$ cat config.mk
export PLATFORM = sky130hd
export DESIGN_NAME = bcd_serial_subtractor
export DESIGN_NICKNAME = d
export VERILOG_FILES = /design/src/rtl/bcd_serial_subtractor.sv
export SDC_FILE = /design/constraint.sdc
export NUM_CORES = 1
export LEC_CHECK = 0
export BUFFER_PORTS_ARGS = -buffer_cell sky130_fd_sc_hd__buf_2
export CAP_MARGIN = 40
export CORE_MARGIN = 2
export CORE_UTILIZATION = 50
export CTS_CLUSTER_DIAMETER = 150
export DETAILED_ROUTE_END_ITERATION = 8
export GPL_TIMING_DRIVEN = 1
export PLACE_DENSITY = 0.73
export SLEW_MARGIN = 0
export SYNTH_ARGS = -nofsm -noshare
export SYNTH_HDL_FRONTEND = slang
export SYNTH_SLANG_ARGS = --single-unit
$ cat constraint.sdc
create_clock -name clk -period 7.4 [get_ports clk]
set_input_delay 0.37 -clock clk [delete_from_list [all_inputs] [get_ports clk]]
set_output_delay 0.37 -clock clk [all_outputs]
set_load 0.05 [all_outputs]
$ cat src/rtl/bcd_serial_subtractor.sv
// bcd_serial_subtractor
//   Digit-serial packed-BCD subtractor. It produces |a - b| and a sign flag,
//   one decimal digit per clock, least significant digit first.
//   First pass (SUB): add a to the nine's complement of b, with an initial
//   carry of 1. A final carry of 1 means a >= b and the result is ready.
//   Otherwise the result is the ten's complement of the magnitude, so a
//   second pass (COMP) re-complements it.
//
// Ports
//   clk      : system clock, rising edge
//   rst      : asynchronous active-high reset
//   start    : request pulse, accepted only while idle
//   a, b     : minuend / subtrahend, packed BCD, digit 0 in bits [3:0]
//   busy     : high while a pass (SUB or COMP) is running
//   done     : one-cycle pulse when diff/negative/invalid are valid
//   diff     : |a - b| in packed BCD, held until the next accepted start
//   negative : 1 when a < b
//   invalid  : 1 when a latched operand contained a digit above 9
module bcd_serial_subtractor #(
  parameter int DIGITS = 4
) (
  input  logic                  clk,
  input  logic                  rst,
  input  logic                  start,
  input  logic [4*DIGITS-1:0]   a,
  input  logic [4*DIGITS-1:0]   b,
  output logic                  busy,
  output logic                  done,
  output logic [4*DIGITS-1:0]   diff,
  output logic                  negative,
  output logic                  invalid
);

  localparam int W  = 4 * DIGITS;
  localparam int IW = (DIGITS > 1) ? $clog2(DIGITS) : 1;
  localparam logic [IW-1:0] LAST = IW'(DIGITS - 1);

  typedef enum logic [1:0] {IDLE, SUB, COMP, DONE} state_t;

  state_t          state_q, state_d;
  logic [W-1:0]    a_q, a_d;
  logic [W-1:0]    b_q, b_d;
  logic [W-1:0]    r_q, r_d;
  logic [W-1:0]    diff_q, diff_d;
  logic [IW-1:0]   idx_q, idx_d;
  logic            carry_q, carry_d;
  logic            neg_q, neg_d;
  logic            inv_q, inv_d;

  // Operand-digit range check. It is used only on the first SUB cycle,
  // while a_q and b_q still hold the operands exactly as latched.
  logic [DIGITS-1:0] bad_digit;
  genvar gi;
  generate
    for (gi = 0; gi < DIGITS; gi++) begin : g_check
      assign bad_digit[gi] = (a_q[4*gi +: 4] > 4'd9) || (b_q[4*gi +: 4] > 4'd9);
    end
  endgenerate

  // Single shared digit cell. The operands are shifted right each cycle,
  // so the active digit is always in bits [3:0]. During COMP the minuend
  // is forced to 0 and the subtrahend becomes the partial result digit.
  logic [3:0] op_x, op_y;
  logic [4:0] sum;
  logic [3:0] r_dig;
  logic       c_out;
  logic [W-1:0] r_shift;

  always_comb begin
    op_x  = (state_q == COMP) ? 4'd0 : a_q[3:0];
    op_y  = (state_q == COMP) ? r_q[3:0] : b_q[3:0];
    // Maximum is 9 + 9 + 1 = 19, which fits in 5 bits.
    sum   = {1'b0, op_x} + {1'b0, 4'd9 - op_y} + {4'b0000, carry_q};
    if (sum > 5'd9) begin
      r_dig = sum[3:0] + 4'd6;
      c_out = 1'b1;
    end else begin
      r_dig = sum[3:0];
      c_out = 1'b0;
    end
    // The new digit enters at the top. After DIGITS shifts the digits are
    // back in order, with digit 0 at the bottom.
    r_shift = W'({r_dig, r_q} >> 4);
  end

  always_comb begin
    state_d = state_q;
    a_d     = a_q;
    b_d     = b_q;
    r_d     = r_q;
    diff_d  = diff_q;
    idx_d   = idx_q;
    carry_d = carry_q;
    neg_d   = neg_q;
    inv_d   = inv_q;

    case (state_q)
      IDLE: begin
        if (start) begin
          a_d     = a;
          b_d     = b;
          r_d     = '0;
          idx_d   = '0;
          carry_d = 1'b1;
          inv_d   = 1'b0;
          state_d = SUB;
        end
      end

      SUB: begin
        if ((idx_q == '0) && (|bad_digit)) begin
          diff_d  = '0;
          neg_d   = 1'b0;
          inv_d   = 1'b1;
          state_d = DONE;
        end else begin
          r_d     = r_shift;
          a_d     = a_q >> 4;
          b_d     = b_q >> 4;
          carry_d = c_out;
          idx_d   = idx_q + IW'(1);
          if (idx_q == LAST) begin
            idx_d = '0;
            if (c_out) begin
              diff_d  = r_shift;
              neg_d   = 1'b0;
              state_d = DONE;
            end else begin
              carry_d = 1'b1;
              state_d = COMP;
            end
          end
        end
      end

      COMP: begin
        r_d     = r_shift;
        carry_d = c_out;
        idx_d   = idx_q + IW'(1);
        if (idx_q == LAST) begin
          idx_d   = '0;
          diff_d  = r_shift;
          neg_d   = 1'b1;
          state_d = DONE;
        end
      end

      DONE: begin
        state_d = IDLE;
      end

      default: begin
        state_d = IDLE;
      end
    endcase
  end

  always_ff @(posedge clk or posedge rst) begin
    if (rst) begin
      state_q <= IDLE;
      a_q     <= '0;
      b_q     <= '0;
      r_q     <= '0;
      diff_q  <= '0;
      idx_q   <= '0;
      carry_q <= 1'b0;
      neg_q   <= 1'b0;
      inv_q   <= 1'b0;
    end else begin
      state_q <= state_d;
      a_q     <= a_d;
      b_q     <= b_d;
      r_q     <= r_d;
      diff_q  <= diff_d;
      idx_q   <= idx_d;
      carry_q <= carry_d;
      neg_q   <= neg_d;
      inv_q   <= inv_d;
    end
  end

  assign busy     = (state_q == SUB) || (state_q == COMP);
  assign done     = (state_q == DONE);
  assign diff     = diff_q;
  assign negative = neg_q;
  assign invalid  = inv_q;

endmodule

After elaboration in Yosys (flattened, before gate mapping):

Cells that the tools add are included.

* $add $sub $neg: 5
* $lt $le $gt $ge: 9
* eq/ne operators: 10
* multiplexer cells: 40
* reduce and logical (&&, ||, !) cells: 17

Operators with widths (number)
* $mux W16: 10
* $pmux W16 S2: 3
* $pmux W16 S3: 1
* $gt A4 B4 Y1 const B: 8
* $mux W2: 7
* $mux W4: 3
* $reduce_and A3 Y1: 4
* $mux W1: 11
* $pmux W2 S4: 1
* $eq A2 B2 Y1 const B: 3
* $ne A2 B2 Y1 const B: 3
* $ne A3 B3 Y1 const B: 2
* $pmux W2 S3: 1
* $add A4 B4 Y5: 1
* $add A5 B1 Y5: 1
* $gt A5 B4 Y1 const B: 1
* $logic_or A1 B1 Y1: 5
* $add A4 B3 Y4 const B: 1
* $logic_not A2 Y1: 2
* $pmux W1 S2: 2
* $reduce_and A4 Y1: 1
* $reduce_bool A2 Y1: 2
* $reduce_or A4 Y1: 1
* $sub A4 B4 Y4 const A: 1
* other kinds (6): 6

* bits in registers: 71
* input port bits: 35
* output and inout port bits: 20
* word-level logic and storage cells: 90

Longest topological paths before layout:

Gate-level depths: netlist of run 1.

* depth in word-level cells: 11
* mapped depth: 16
* mapped depth without buffers: 13

Worst setup path before layout of run 1:

No wires, ideal clock.

* path type: reg2reg
* from: register state_q[0]
* to: register diff_q[13], in the netlist diff[13]
* setup time: 0.125 ns
* arrival time: 3.495 ns
* required time: 7.275 ns
* slack: 3.780 ns
* stages on the path, launching flop included: 15
* path buffers: 1
* clock period less this slack: 3.620 ns
* path through: dfrtp_1 > inv_1 > ha_1 > nor2b_1 > fa_1 > fa_1 > xnor2_1 > ha_1 > nand2_1 > a32o_2 > o31ai_4 > nand2_2 > a31o_1 > buf_6 > mux2_4

* longest elaborated chain between the ends: 11
* elaborated cells between the ends (all ways): 21
* those cells by class: add/sub: 4; order compare: 1; eq/ne: 5; mux: 9; reduce/logical: 2

RTL lines
* from (decl): RTL line 40 `state_t state_q, state_d;`
* from (signal assigned): RTL line 170 `state_q <= state_d;`
* $eq A2 B2 Y1: RTL line 70, 71, 97
* $mux W4: RTL line 71 `op_y = (state_q == COMP) ? r_q[3:0] : b_q[3:0];`
* $sub A4 B4 Y4: RTL line 73 `sum = {1'b0, op_x} + {1'b0, 4'd9 - op_y} + {4'b0000, carry_q};`
* $add A4 B4 Y5: RTL line 73
* $add A5 B1 Y5: RTL line 73
* $add A4 B3 Y4 or $gt A5 B4 Y1 (tied branches): RTL line 75, 74
* $mux W4: RTL line 74 `if (sum > 5'd9) begin`
* $mux W16: RTL line 124 `if (c_out) begin`
* $mux W16: RTL line 122 `if (idx_q == LAST) begin`
* $mux W16: RTL line 111 `if ((idx_q == '0) && (|bad_digit)) begin`
* $pmux W16 S2: RTL line 97 `case (state_q)`
* to (signal assigned): RTL line 174 `diff_q <= diff_d;`
* to (decl): RTL line 44 `logic [W-1:0] diff_q, diff_d;`

Parallel ways exist; a longest one is shown, timed or not. The select of a mux whose other input is x is not followed.
A chain may end at the register's enable or synchronous reset.

Worst setup path after layout of run 1:

Same ends and word-level chain as after synthesis.

==> results of run 1 <==
[registers in the layout, indices dropped and copies added (netlist names)]
register,cells
state_q,2
invalid,1
diff,16
a_q,16
negative,1
b_q,16
idx_q,2
carry_q,1
r_q,16
[stage by stage]
stage               setup slack [ns]  hold slack, ns  instance area (sq um)  cells   util
finish                          3.35          0.0402                   4130    514  0.602
global route                    3.10          0.0547                   4130    514  0.602
CTS                             3.35          0.0361                   4130    514  0.602
detailed placement              3.40           0.414                   3960    498  0.576
global placement                3.30           0.463                   3920    496  0.570
floorplan                       3.78           0.442                   3590    362      -
[area by class of cell]
cell class,instances,area (sq um),share of cell area
flip-flops and latches,71,1780,0.430
multi-input cells,245,1620,0.392
repair buffers,60,343,0.0829
clock buffers,13,159,0.0384
well taps,96,120,0.0291
inverters,26,97.6,0.0236
clock inverters,3,17.5,0.00424
[cells in the mapped netlist, drive strengths merged]
cell type / n / share of area
a21oi: 5 / 0.0070
nor2b: 6 / 0.010
mux2: 3 / 0.012
o21ai: 54 / 0.075
o22ai: 1 / 0.0017
nand3: 1 / 0.0014
a41o: 1 / 0.0028
buf: 4 / 0.011
a21o: 2 / 0.0042
clkbuf: 16 / 0.017
or2: 2 / 0.0035
xnor2: 3 / 0.0073
o31ai: 2 / 0.0080
dfrtp: 71 / 0.49
a32o: 1 / 0.0031
nand4: 2 / 0.0035
a31o: 1 / 0.0024
ha: 14 / 0.049
mux2i: 44 / 0.12
inv: 26 / 0.027
nor4: 1 / 0.0017
a31oi: 1 / 0.0017
nor2: 6 / 0.0063
a22o: 8 / 0.020
nand2: 78 / 0.082
a22oi: 1 / 0.0021
o211ai: 1 / 0.0021
o31a: 1 / 0.0024
and3: 1 / 0.0017
fa: 2 / 0.011
nand2b: 2 / 0.0035
a211oi: 1 / 0.0021
[worst max path at each step]
stage,end,slack [ns],cells past startpoint
final,diff[13]$_DFFE_PP0P_,3.35,14
after global routing,diff[13]$_DFFE_PP0P_,3.10,14
after CTS,diff[13]$_DFFE_PP0P_,3.35,14
after detailed placement,diff[13]$_DFFE_PP0P_,3.40,14
after global placement,diff[13]$_DFFE_PP0P_,3.30,13
after floorplan,diff[13]$_DFFE_PP0P_,3.78,14
[worst min-delay path, stage by stage]
cell and delay, ns:
buf_2 0.10, inv_2 0.03, buf_4 0.27
[cells by family after synthesis]
| kind of cell | after synthesis | synth area share |
|---|---|---|
| multiplexers | 47 | 0.134 |
| XOR/XNOR | 3 | 0.00732 |
| flip-flops | 71 | 0.495 |
| AO/OA/AOI/OAI | 80 | 0.135 |
| AND/OR/NAND/NOR | 99 | 0.114 |
| adder cells (fa/ha/maj) | 16 | 0.0600 |
| buffers and inverters | 46 | 0.0547 |
[per-layer routing]
layer | up-vias | part of all wire
li1 | 1317 | -
met1 | 1213 | 0.46
met2 | 60 | 0.48
met3 | 12 | 0.044
met4 | 0 | 0.014
met5 | - | 0
==> results.md, run 1 <==
- Total grt overflow: 0
- Syn Nets: 413
- Slew Viols, Final: 0
- Buffer and inverter count on the worst path: 2
- DR iter-0 viols: 122
- IO Port Bufs: 54
- Hold-fix buffer count after cts: 0
- Status: finished clean
- Yosys warns: 0
- Hold Vio Cnt, Final: 0
- Worst EP arrival: 4.28 ns
- Antenna viol nets, final: 0
- Syn Inst Count: 362
- M3 GR Usage: 0.0476
- Clock Tree Root: clkbuf_8
- Post-CTS resize count: 0
- Yosys reg bits: 71
- Vias per cell: 5.06
- Most frequent cells in the layout: 77 x nand2_1, 71 x dfrtp_1, 54 x buf_2
- Initial Util: 0.523
- TritonCTS clock tree: done
- Critical path cell sequence: inv_1 -> ha_1 -> mux2i_1 -> fa_1 -> fa_1 -> xnor2_1 -> ha_1 -> nand2_1 -> a32o_2 -> o31ai_4 -> nand2_2 -> a31o_1 -> buf_8 -> mux2_4
- Worst hold path type: input port to asynchronous set/reset pin
- Unrepaired setup endpoints after global routing: no
- Number of global-route vias before repair: 2,468
- MaxCap Viol Count: 0
- I/O pin cnt: 55
- Final worst-path cycle share: 0.547
- Largest net degree at the start of global routing: 57
- GR peak layer: met2
- Sequential-to-total area share from yosys stat: 0.495
- Worst-Skew Late Latency: 0.35 ns
- M2 GR Usage: 0.316
- Nature of the critical path endpoint: register
- Worst-case clock buffer depth: 2
- Synthesized area: 3590 sq um
- Die H: 88.7 um
- Crit path max-delay family: adder cells
- Worst Setup SP: state_q[0]$_DFFE_PP0P_
- # diodes: 0
- Setup violators final: 0
- Vias: 2,602
- TritonRoute pass-1 iters: 4
- Mean Syn Cell Area: 9.92 sq um
- Final Skew: 0.00656 ns
- Fillcell total: 625
- Rows: 30
- Share of post-route cells with drive strength above 1: 0.199
- Max Freq: 0.247 GHz
- Met1 usage: 0.248
- Area Overhead vs Synth: 15.2%
- DP HPWL: 4800 um
- Num CTS Buffers: 9
- CP Max Fanout: 16
- Routed WL: 6740 um
- Worst Setup Path Type: register to register
- R2R Path Start: state_q[0]$_DFFE_PP0P_
- Critical path's slowest cell: fa_1
- Setup bufs post-CTS: 0
- Nets@finish: 464
- Total track usage: 0.193
- Depth of the most critical reg-to-reg path: 14
- Die area: 7870 sq um
- Antenna violations before repair: 0
- WP data required: 7.63 ns
- Clk sinks: 71
- Yosys cell types: 39
- Per-cell routed wire length: 13.1 um
- Reg-to-reg setup timing slack: 3.35 ns
- DRC viols: 0
- Worst-Margin Slew: 0.634 ns
- GPL Wtd Cong: 0.896
- Core ar.: 6870 sq um
- Relative slew slack: 0.578
- First-pass GRT wire length: 11,600 um
- CP peak stage delay: 0.43 ns
- R2r endpoint: diff[13]$_DFFE_PP0P_
- H-tree depth reported by CTS: 3
- Die width: 88.7 um
- Clock transition at path regs: 0.07 ns
- Most common cell after layout, fill and taps aside: nand2_1
- Tmin final: 4.05 ns
- Worst setup SP type: register
- Setup_tns: 0 ns
Power of run 1 is not shown: default switching activity piles up to over one toggle a cycle in this logic, so the estimate is an artifact.
==> inputs of run 2 (changes only) <==
--- a/config.mk
+++ b/config.mk
@@ -5,6 +5,7 @@
 export SDC_FILE = /design/constraint.sdc
 export NUM_CORES = 1
 export LEC_CHECK = 0
+export ABC_AREA = 1
 export BUFFER_PORTS_ARGS = -buffer_cell sky130_fd_sc_hd__buf_2
 export CAP_MARGIN = 40
 export CORE_MARGIN = 2
@@ -12,7 +13,7 @@
 export CTS_CLUSTER_DIAMETER = 150
 export DETAILED_ROUTE_END_ITERATION = 8
 export GPL_TIMING_DRIVEN = 1
-export PLACE_DENSITY = 0.73
+export PLACE_DENSITY = 0.72
 export SLEW_MARGIN = 0
 export SYNTH_ARGS = -nofsm -noshare
 export SYNTH_HDL_FRONTEND = slang
==> constraint.sdc (replaced) <==
create_clock -name clk -period 3.8 [get_ports clk]
set_input_delay 0.19 -clock clk [delete_from_list [all_inputs] [get_ports clk]]
set_output_delay 0.19 -clock clk [all_outputs]
set_load 0.05 [all_outputs]
==> run 2 against run 1 <==
  * Highest routed layer unchanged
  * Largest cell class unchanged
  * Worst setup slack worse by 3.0 ns
  * Synthesized area is 5.1% higher
  * Cell count is 21% higher
  * Wire length is 13% higher
==> results.md, run 2 <==
- Status: finished clean (unchanged)
- Most numerous cell in the Yosys netlist: nand2_1 (unchanged)
- Sequential-to-total area share from yosys stat: 0.471 (was 0.495)
- Relative slew slack: 0.681 (was 0.578)
- Die width: 90.9 um (was 88.7 um)
- Core ar.: 7290 sq um (was 6870 sq um)
- Antenna violations before repair: 0 (unchanged)
- EDFF count, synth: 0 (unchanged)
- Setup violators final: 0 (unchanged)
- Final instance area: 4330 sq um (was 4130 sq um)
- Fillcell total: 714 (was 625)
- Hold Vio Cnt, Final: 0 (unchanged)
- Worst hold path type: input port to register (was input port to asynchronous set/reset pin)
- Worst-Skew Late Latency: 0.34 ns (was 0.35 ns)
- Yosys cell types: 27 (was 39)
- Area Overhead vs Synth: 14.8% (was 15.2%)
- Share of post-route cells with drive strength above 1: 0.176 (was 0.199)
- Top cells by count, synth: 161 x nand2_1, 71 x dfrtp_1, 44 x nor2_1 (was 77 x nand2_1, 71 x dfrtp_1, 44 x mux2i_1)
- DRC viols: 0 (unchanged)
- Total grt overflow: 0 (unchanged)
- Num CTS Buffers: 9 (unchanged)
- CP Max Fanout: 18 (was 16)
- Antenna viol nets, final: 0 (unchanged)
- Crit path max-delay family: adder cells (unchanged)
- Post-synth ARST share: 1.00 (unchanged)
- GPL Wtd Cong: 0.891 (was 0.896)
- Clock transition at path regs: 0.08 ns (was 0.07 ns)
- Area contributors post-synth: dfrtp_1 47%, nand2_1 16%, o21ai_0 5.6%, ha_1 4.6%, nor2_1 4.4% (was dfrtp_1 49%, mux2i_1 12%, nand2_1 8.1%, ha_1 4.9%, o21ai_1 4.7%)
- Number of global-route vias before repair: 2,990 (was 2,468)
- HP Start: b[12]
- I/O pin cnt: 55 (unchanged)
- Largest net degree at the start of global routing: 45 (was 57)
- Clk sinks: 71 (unchanged)
- Synthesized area: 3770 sq um (was 3590 sq um)
- Reg-to-reg setup timing slack: 0.35 ns (was 3.35 ns)
- Final Non-Filler Cells: 623 (was 514)
- Buffer and inverter count on the worst path: 2 (unchanged)
- MaxCap Viol Count: 0 (unchanged)
- H-tree depth reported by CTS: 3 (unchanged)
- First-pass GRT wire length: 13,700 um (was 11,600 um)
- Die area: 8260 sq um (was 7870 sq um)
- Nature of the critical path endpoint: register (unchanged)
- Die H: 90.9 um (was 88.7 um)
- Clock Tree Root: clkbuf_8 (unchanged)
- TritonRoute pass-1 iters: 4 (unchanged)
- Vias: 3,069 (was 2,602)
- Critical path's slowest cell: dfrtp_1 (was fa_1)
- Total placed cells including tap cells: 606 (was 498)
- Placed cell area: 4090 sq um (was 3960 sq um)
- TritonCTS clock tree: done (unchanged)
- Setup_tns: 0 ns (unchanged)
- Area leader, netlist: dfrtp_1 (unchanged)
- Yosys warns: 0 (unchanged)
- Critical path cell sequence: inv_1 -> ha_2 -> o21ai_0 -> fa_1 -> fa_1 -> inv_1 -> nand2_1 -> nand2_2 -> ha_1 -> a21boi_0 -> a21oi_2 -> nand2_2 -> nand2_4 -> nand2_4 -> nand3_4 -> nand2_4 -> nand2_1 -> nand2_1 (was inv_1 -> ha_1 -> mux2i_1 -> fa_1 -> fa_1 -> xnor2_1 -> ha_1 -> nand2_1 -> a32o_2 -> o31ai_4 -> nand2_2 -> a31o_1 -> buf_8 -> mux2_4)
- Main synth FF type: dfrtp_1 (unchanged)
- Rows: 31 (was 30)
- Syn Nets: 520 (was 413)
- Syn Inst Count: 469 (was 362)
- Initial Util: 0.517 (was 0.523)
- Worst setup SP type: register (unchanged)
- Routed WL: 7630 um (was 6740 um)
- Yosys reg bits: 71 (unchanged)
- R2R Path Start: state_q[0]$_DFFE_PP0P_ (unchanged)
- # diodes: 0 (unchanged)
- R2r endpoint: diff[7]$_DFFE_PP0P_ (was diff[13]$_DFFE_PP0P_)
- WP data required: 4.07 ns (was 7.63 ns)
- Per-cell routed wire length: 12.2 um (was 13.1 um)
- Max Freq: 0.290 GHz (was 0.247 GHz)
- Total track usage: 0.201 (was 0.193)
- Slew Viols, Final: 0 (unchanged)
- Most common cell after layout, fill and taps aside: nand2_1 (unchanged)
- WHS Endpoint: b_q[12]$_DFFE_PP0P_
- Mean Syn Cell Area: 8.04 sq um (was 9.92 sq um)
- Worst EP arrival: 3.72 ns (was 4.28 ns)
- Worst Setup Path Type: register to register (unchanged)
- Yosys top cell area share: 0.471 (was 0.495)
- Unrepaired setup endpoints after global routing: no (unchanged)
- Final Skew: 0.0121 ns (was 0.00656 ns)
- Depth of the most critical reg-to-reg path: 18 (was 14)
- DP HPWL: 5550 um (was 4800 um)
- Final worst-path cycle share: 0.908 (was 0.547)
- DR iter-0 viols: 150 (was 122)
- Hold path cells: 3
- Nets@finish: 570 (was 464)
- CP peak stage delay: 0.43 ns (about the same)
- Tmin final: 3.45 ns (was 4.05 ns)
- Worst-case clock buffer depth: 2 (unchanged)
- IO Port Bufs: 54 (unchanged)
- Vias per cell: 4.93 (was 5.06)
- Most frequent cells in the layout: 161 x nand2_1, 71 x dfrtp_1, 54 x buf_2 (was 77 x nand2_1, 71 x dfrtp_1, 54 x buf_2)
- Worst-Margin Slew: 0.479 ns (was 0.634 ns)
run 2: cell types whose count changed after synthesis, moves of 9 or more:
| cell | previous run | this run |
|---|---|---|
| nand3_1 | 1 | 23 |
| clkbuf_1 | 16 | 7 |
| o31ai_1 | 1 | 15 |
| o21ai_0 | 20 | 42 |
| nor2_1 | 6 | 44 |
| nand3b_1 | 0 | 13 |
| o21ai_1 | 34 | 2 |
| mux2i_1 | 44 | 0 |
| inv_1 | 26 | 38 |
| nand2_1 | 77 | 161 |
run 2: repair_timing:
action	in CTS	in global routing
hold endpoints to repair	11	0
setup endpoints to repair	0	10
setup buffers	0	0
resized for setup	0	1
hold buffers	1	0
run 2: cell families after synthesis:
kind of cell / Yosys count / share of synthesized area
flops: 71 / 0.471
fa+ha+maj: 16 / 0.0570
compound gates: 66 / 0.0998
simple gates: 255 / 0.299
xor+xnor: 1 / 0.00232
buf+inv: 60 / 0.0713
run 2: final cells by class:
type / count / area [sq um] / area share
sequential: 71 / 1780 / 0.410
multi-input combinational: 338 / 1730 / 0.399
timing repair buffer: 60 / 330 / 0.0763
inverter: 39 / 146 / 0.0338
clock buffer: 11 / 141 / 0.0327
tap: 99 / 124 / 0.0286
clock inverter: 5 / 81.3 / 0.0188
run 2: worst min-delay path, delay by kind of cell:
kind          cells  cell delay, ns
simple gates      2            0.12
buf+inv           1            0.07
run 2: worst max path at each step:
stage,cells after the start,from,to
3_5_place_dp,18,state_q[0]$_DFFE_PP0P_,diff[8]$_DFFE_PP0P_
2_1_floorplan,18,state_q[0]$_DFFE_PP0P_,diff[0]$_DFFE_PP0P_
6_report,18,state_q[0]$_DFFE_PP0P_,diff[7]$_DFFE_PP0P_
5_1_grt,17,state_q[0]$_DFFE_PP0P_,diff[10]$_DFFE_PP0P_
3_3_place_gp,18,state_q[0]$_DFFE_PP0P_,diff[13]$_DFFE_PP0P_
4_1_cts,18,state_q[0]$_DFFE_PP0P_,diff[8]$_DFFE_PP0P_
run 2: metrics by stage:
step                 util  hold slack, ns  worst slack [ns]
finish              0.594          0.0765             0.350
global placement    0.559           0.422             0.554
floorplan               -           0.336             0.619
detailed placement  0.561           0.101             0.317
global route        0.594          0.0898            0.0528
CTS                 0.593          0.0698             0.296
run 2: metal layers:
layer	wire [um]	global-route usage
met1	3460	0.262
met3	297	0.0351
met5	0	0
met4	67	0.0694
met2	3800	0.340
Power of run 2 is left out for the same reason.
==> inputs of run 3 (changes only) <==
==> constraint.sdc (replaced) <==
create_clock -name clk -period 4.1 [get_ports clk]
set_input_delay 0.205 -clock clk [delete_from_list [all_inputs] [get_ports clk]]
set_output_delay 0.205 -clock clk [all_outputs]
set_load 0.05 [all_outputs]
==> run 3 against run 2 <==
  * Wire length up 4.6%
  * Critical path depth unchanged
  * Final area up 0.87%
  * Sequential cell count unchanged
  * Clock skew down 0.0068 ns
  * Global-route usage up 0.75 points
  * Sequential share of layout area down 0.35 points
  * Die area unchanged
  * Largest cell class unchanged
  * Critical endpoint unchanged
==> results.md, run 3 (same netlist as run 2, synthesis figures left out) <==
- Routed WL: 7970 um (was 7630 um)
- Worst-Margin Slew: 0.697 ns (was 0.479 ns)
- Total grt overflow: 0 (unchanged)
- Clock Tree Root: clkbuf_8 (unchanged)
- Nets@finish: 569 (was 570)
- Most frequent cells in the layout: 161 x nand2_1, 71 x dfrtp_1, 54 x buf_2 (unchanged)
- Worst-case clock buffer depth: 2 (unchanged)
- Die area: 8260 sq um (unchanged)
- Per-cell routed wire length: 12.8 um (was 12.2 um)
- WP data required: 4.39 ns (was 4.07 ns)
- Antenna viol nets, final: 0 (unchanged)
- Clk sinks: 71 (unchanged)
- Unrepaired setup endpoints after global routing: no (unchanged)
- DR iter-0 viols: 130 (was 150)
- Rows: 31 (unchanged)
- Crit-path most repeated cell: nand2_1
- Hold Vio Cnt, Final: 0 (unchanged)
- Num CTS Buffers: 9 (unchanged)
- Worst hold path type: input port to register (unchanged)
- Largest net degree at the start of global routing: 46 (was 45)
- Post-CTS resize count: 0 (unchanged)
- Core ar.: 7290 sq um (unchanged)
- Fillcell total: 722 (was 714)
- Setup violators final: 0 (unchanged)
- I/O pin cnt: 55 (unchanged)
- Status: finished clean (unchanged)
- Final Skew: 0.00525 ns (was 0.0121 ns)
- TritonRoute pass-1 iters: 4 (unchanged)
- Die H: 90.9 um (unchanged)
- MaxCap Viol Count: 0 (unchanged)
- Tmin final: 3.48 ns (was 3.45 ns)
- Area Overhead vs Synth: 15.8% (was 14.8%)
- Max Freq: 0.287 GHz (was 0.290 GHz)
- Setup_tns: 0 ns (unchanged)
- GPL Wtd Cong: 0.889 (was 0.891)
- IO Port Bufs: 54 (unchanged)
- Antenna violations before repair: 0 (unchanged)
- First-pass GRT wire length: 13,900 um (was 13,700 um)
- Critical path's slowest cell: fa_1 (was dfrtp_1)
- Share of post-route cells with drive strength above 1: 0.172 (was 0.176)
- Vias per cell: 5.04 (was 4.93)
- TritonCTS clock tree: done (unchanged)
- Worst EP arrival: 3.77 ns (was 3.72 ns)
- Vias: 3,132 (was 3,069)
- Worst-Skew Late Latency: 0.35 ns (was 0.34 ns)
- Number of global-route vias before repair: 3,030 (was 2,990)
- H-tree depth reported by CTS: 3 (unchanged)
- Slew Viols, Final: 0 (unchanged)
- Final worst-path cycle share: 0.849 (was 0.908)
- # diodes: 0 (unchanged)
- Critical path cell sequence: inv_1 -> ha_1 -> nand2_1 -> o21ai_0 -> fa_1 -> fa_1 -> nand2_1 -> nand2_2 -> ha_1 -> a21boi_0 -> a21oi_2 -> nand2_2 -> nand2_4 -> nand2_4 -> nand3_4 -> nand2_4 -> nand2_1 -> nand2_1 (was inv_1 -> ha_2 -> o21ai_0 -> fa_1 -> fa_1 -> inv_1 -> nand2_1 -> nand2_2 -> ha_1 -> a21boi_0 -> a21oi_2 -> nand2_2 -> nand2_4 -> nand2_4 -> nand3_4 -> nand2_4 -> nand2_1 -> nand2_1)
- CP Max Fanout: 18 (unchanged)
- DRC viols: 0 (unchanged)
- Relative slew slack: 0.535 (was 0.681)
- Die width: 90.9 um (unchanged)
- Total track usage: 0.209 (was 0.201)
- DP HPWL: 5680 um (was 5550 um)
- Clock transition at path regs: 0.07 ns (was 0.08 ns)
- Initial Util: 0.517 (unchanged)
- CP peak stage delay: 0.42 ns (was 0.43 ns)
- Worst setup SP type: register (unchanged)
- Nature of the critical path endpoint: register (unchanged)
- Worst Setup Path Type: register to register (unchanged)
- Most common cell after layout, fill and taps aside: nand2_1 (unchanged)
==> run 3: final timing paths <==
path / cells past startpoint / slack [ns] / from / to
worst max-delay path: 18 / 0.62 / state_q[0]$_DFFE_PP0P_ / diff[7]$_DFFE_PP0P_
worst max register to register: 18 / 0.62 / state_q[0]$_DFFE_PP0P_ / diff[7]$_DFFE_PP0P_
max in group asynchronous: 4 / 3.22 / rst / diff[15]$_DFFE_PP0P_
min in group asynchronous: 3 / 0.29 / rst / b_q[12]$_DFFE_PP0P_
worst min register to register: 2 / 0.47 / diff[11]$_DFFE_PP0P_ / diff[11]$_DFFE_PP0P_
worst min-delay path: 3 / 0.09 / a[14] / a_q[14]$_DFFE_PP0P_
==> run 3: what timing repair did <==
item	in CTS	in global routing
hold buffers	1	0
hold endpoints to repair	43	0
setup buffers	0	0
setup endpoints to repair	0	0
==> run 3: layout make-up <==
class | instances | area [sq um] | area share
flip-flops and latches | 71 | 1780 | 0.407
inverters | 39 | 146 | 0.0335
clock buffers | 11 | 141 | 0.0324
well taps | 99 | 124 | 0.0284
repair buffers | 59 | 323 | 0.0739
clock inverters | 5 | 129 | 0.0295
multi-input cells | 338 | 1730 | 0.395
==> run 3: worst max-delay path: cells and delay by family (launching register included) <==
family / cells / cell delay (ns)
buffers and inverters: 1 / 0.11
DFF: 1 / 0.41
and+or+nand+nor: 10 / 1.17
AOI/OAI and AO/OA: 3 / 0.38
adders and majority gates: 4 / 1.33
==> run 3: per-stage QoR <==
step / hold WS [ns] / util / worst slack, ns / cell area (sq um) / std cells
2_1_floorplan: 0.351 / - / 0.919 / 3770 / 469
3_3_place_gp: 0.437 / 0.557 / 0.840 / 4060 / 603
3_5_place_dp: 0.108 / 0.560 / 0.650 / 4090 / 605
4_1_cts: 0.0746 / 0.599 / 0.633 / 4370 / 622
5_1_grt: 0.112 / 0.599 / 0.277 / 4370 / 622
6_report: 0.0864 / 0.599 / 0.619 / 4370 / 622
==> run 3: routing by layer <==
layer	share of wire	up-vias	GRT usage
met5	0	-	0
met4	0.016	0	0.0694
met3	0.041	11	0.0417
met2	0.50	77	0.354
met1	0.44	1451	0.268
li1	-	1593	-
Power of run 3 is left out for the same reason.
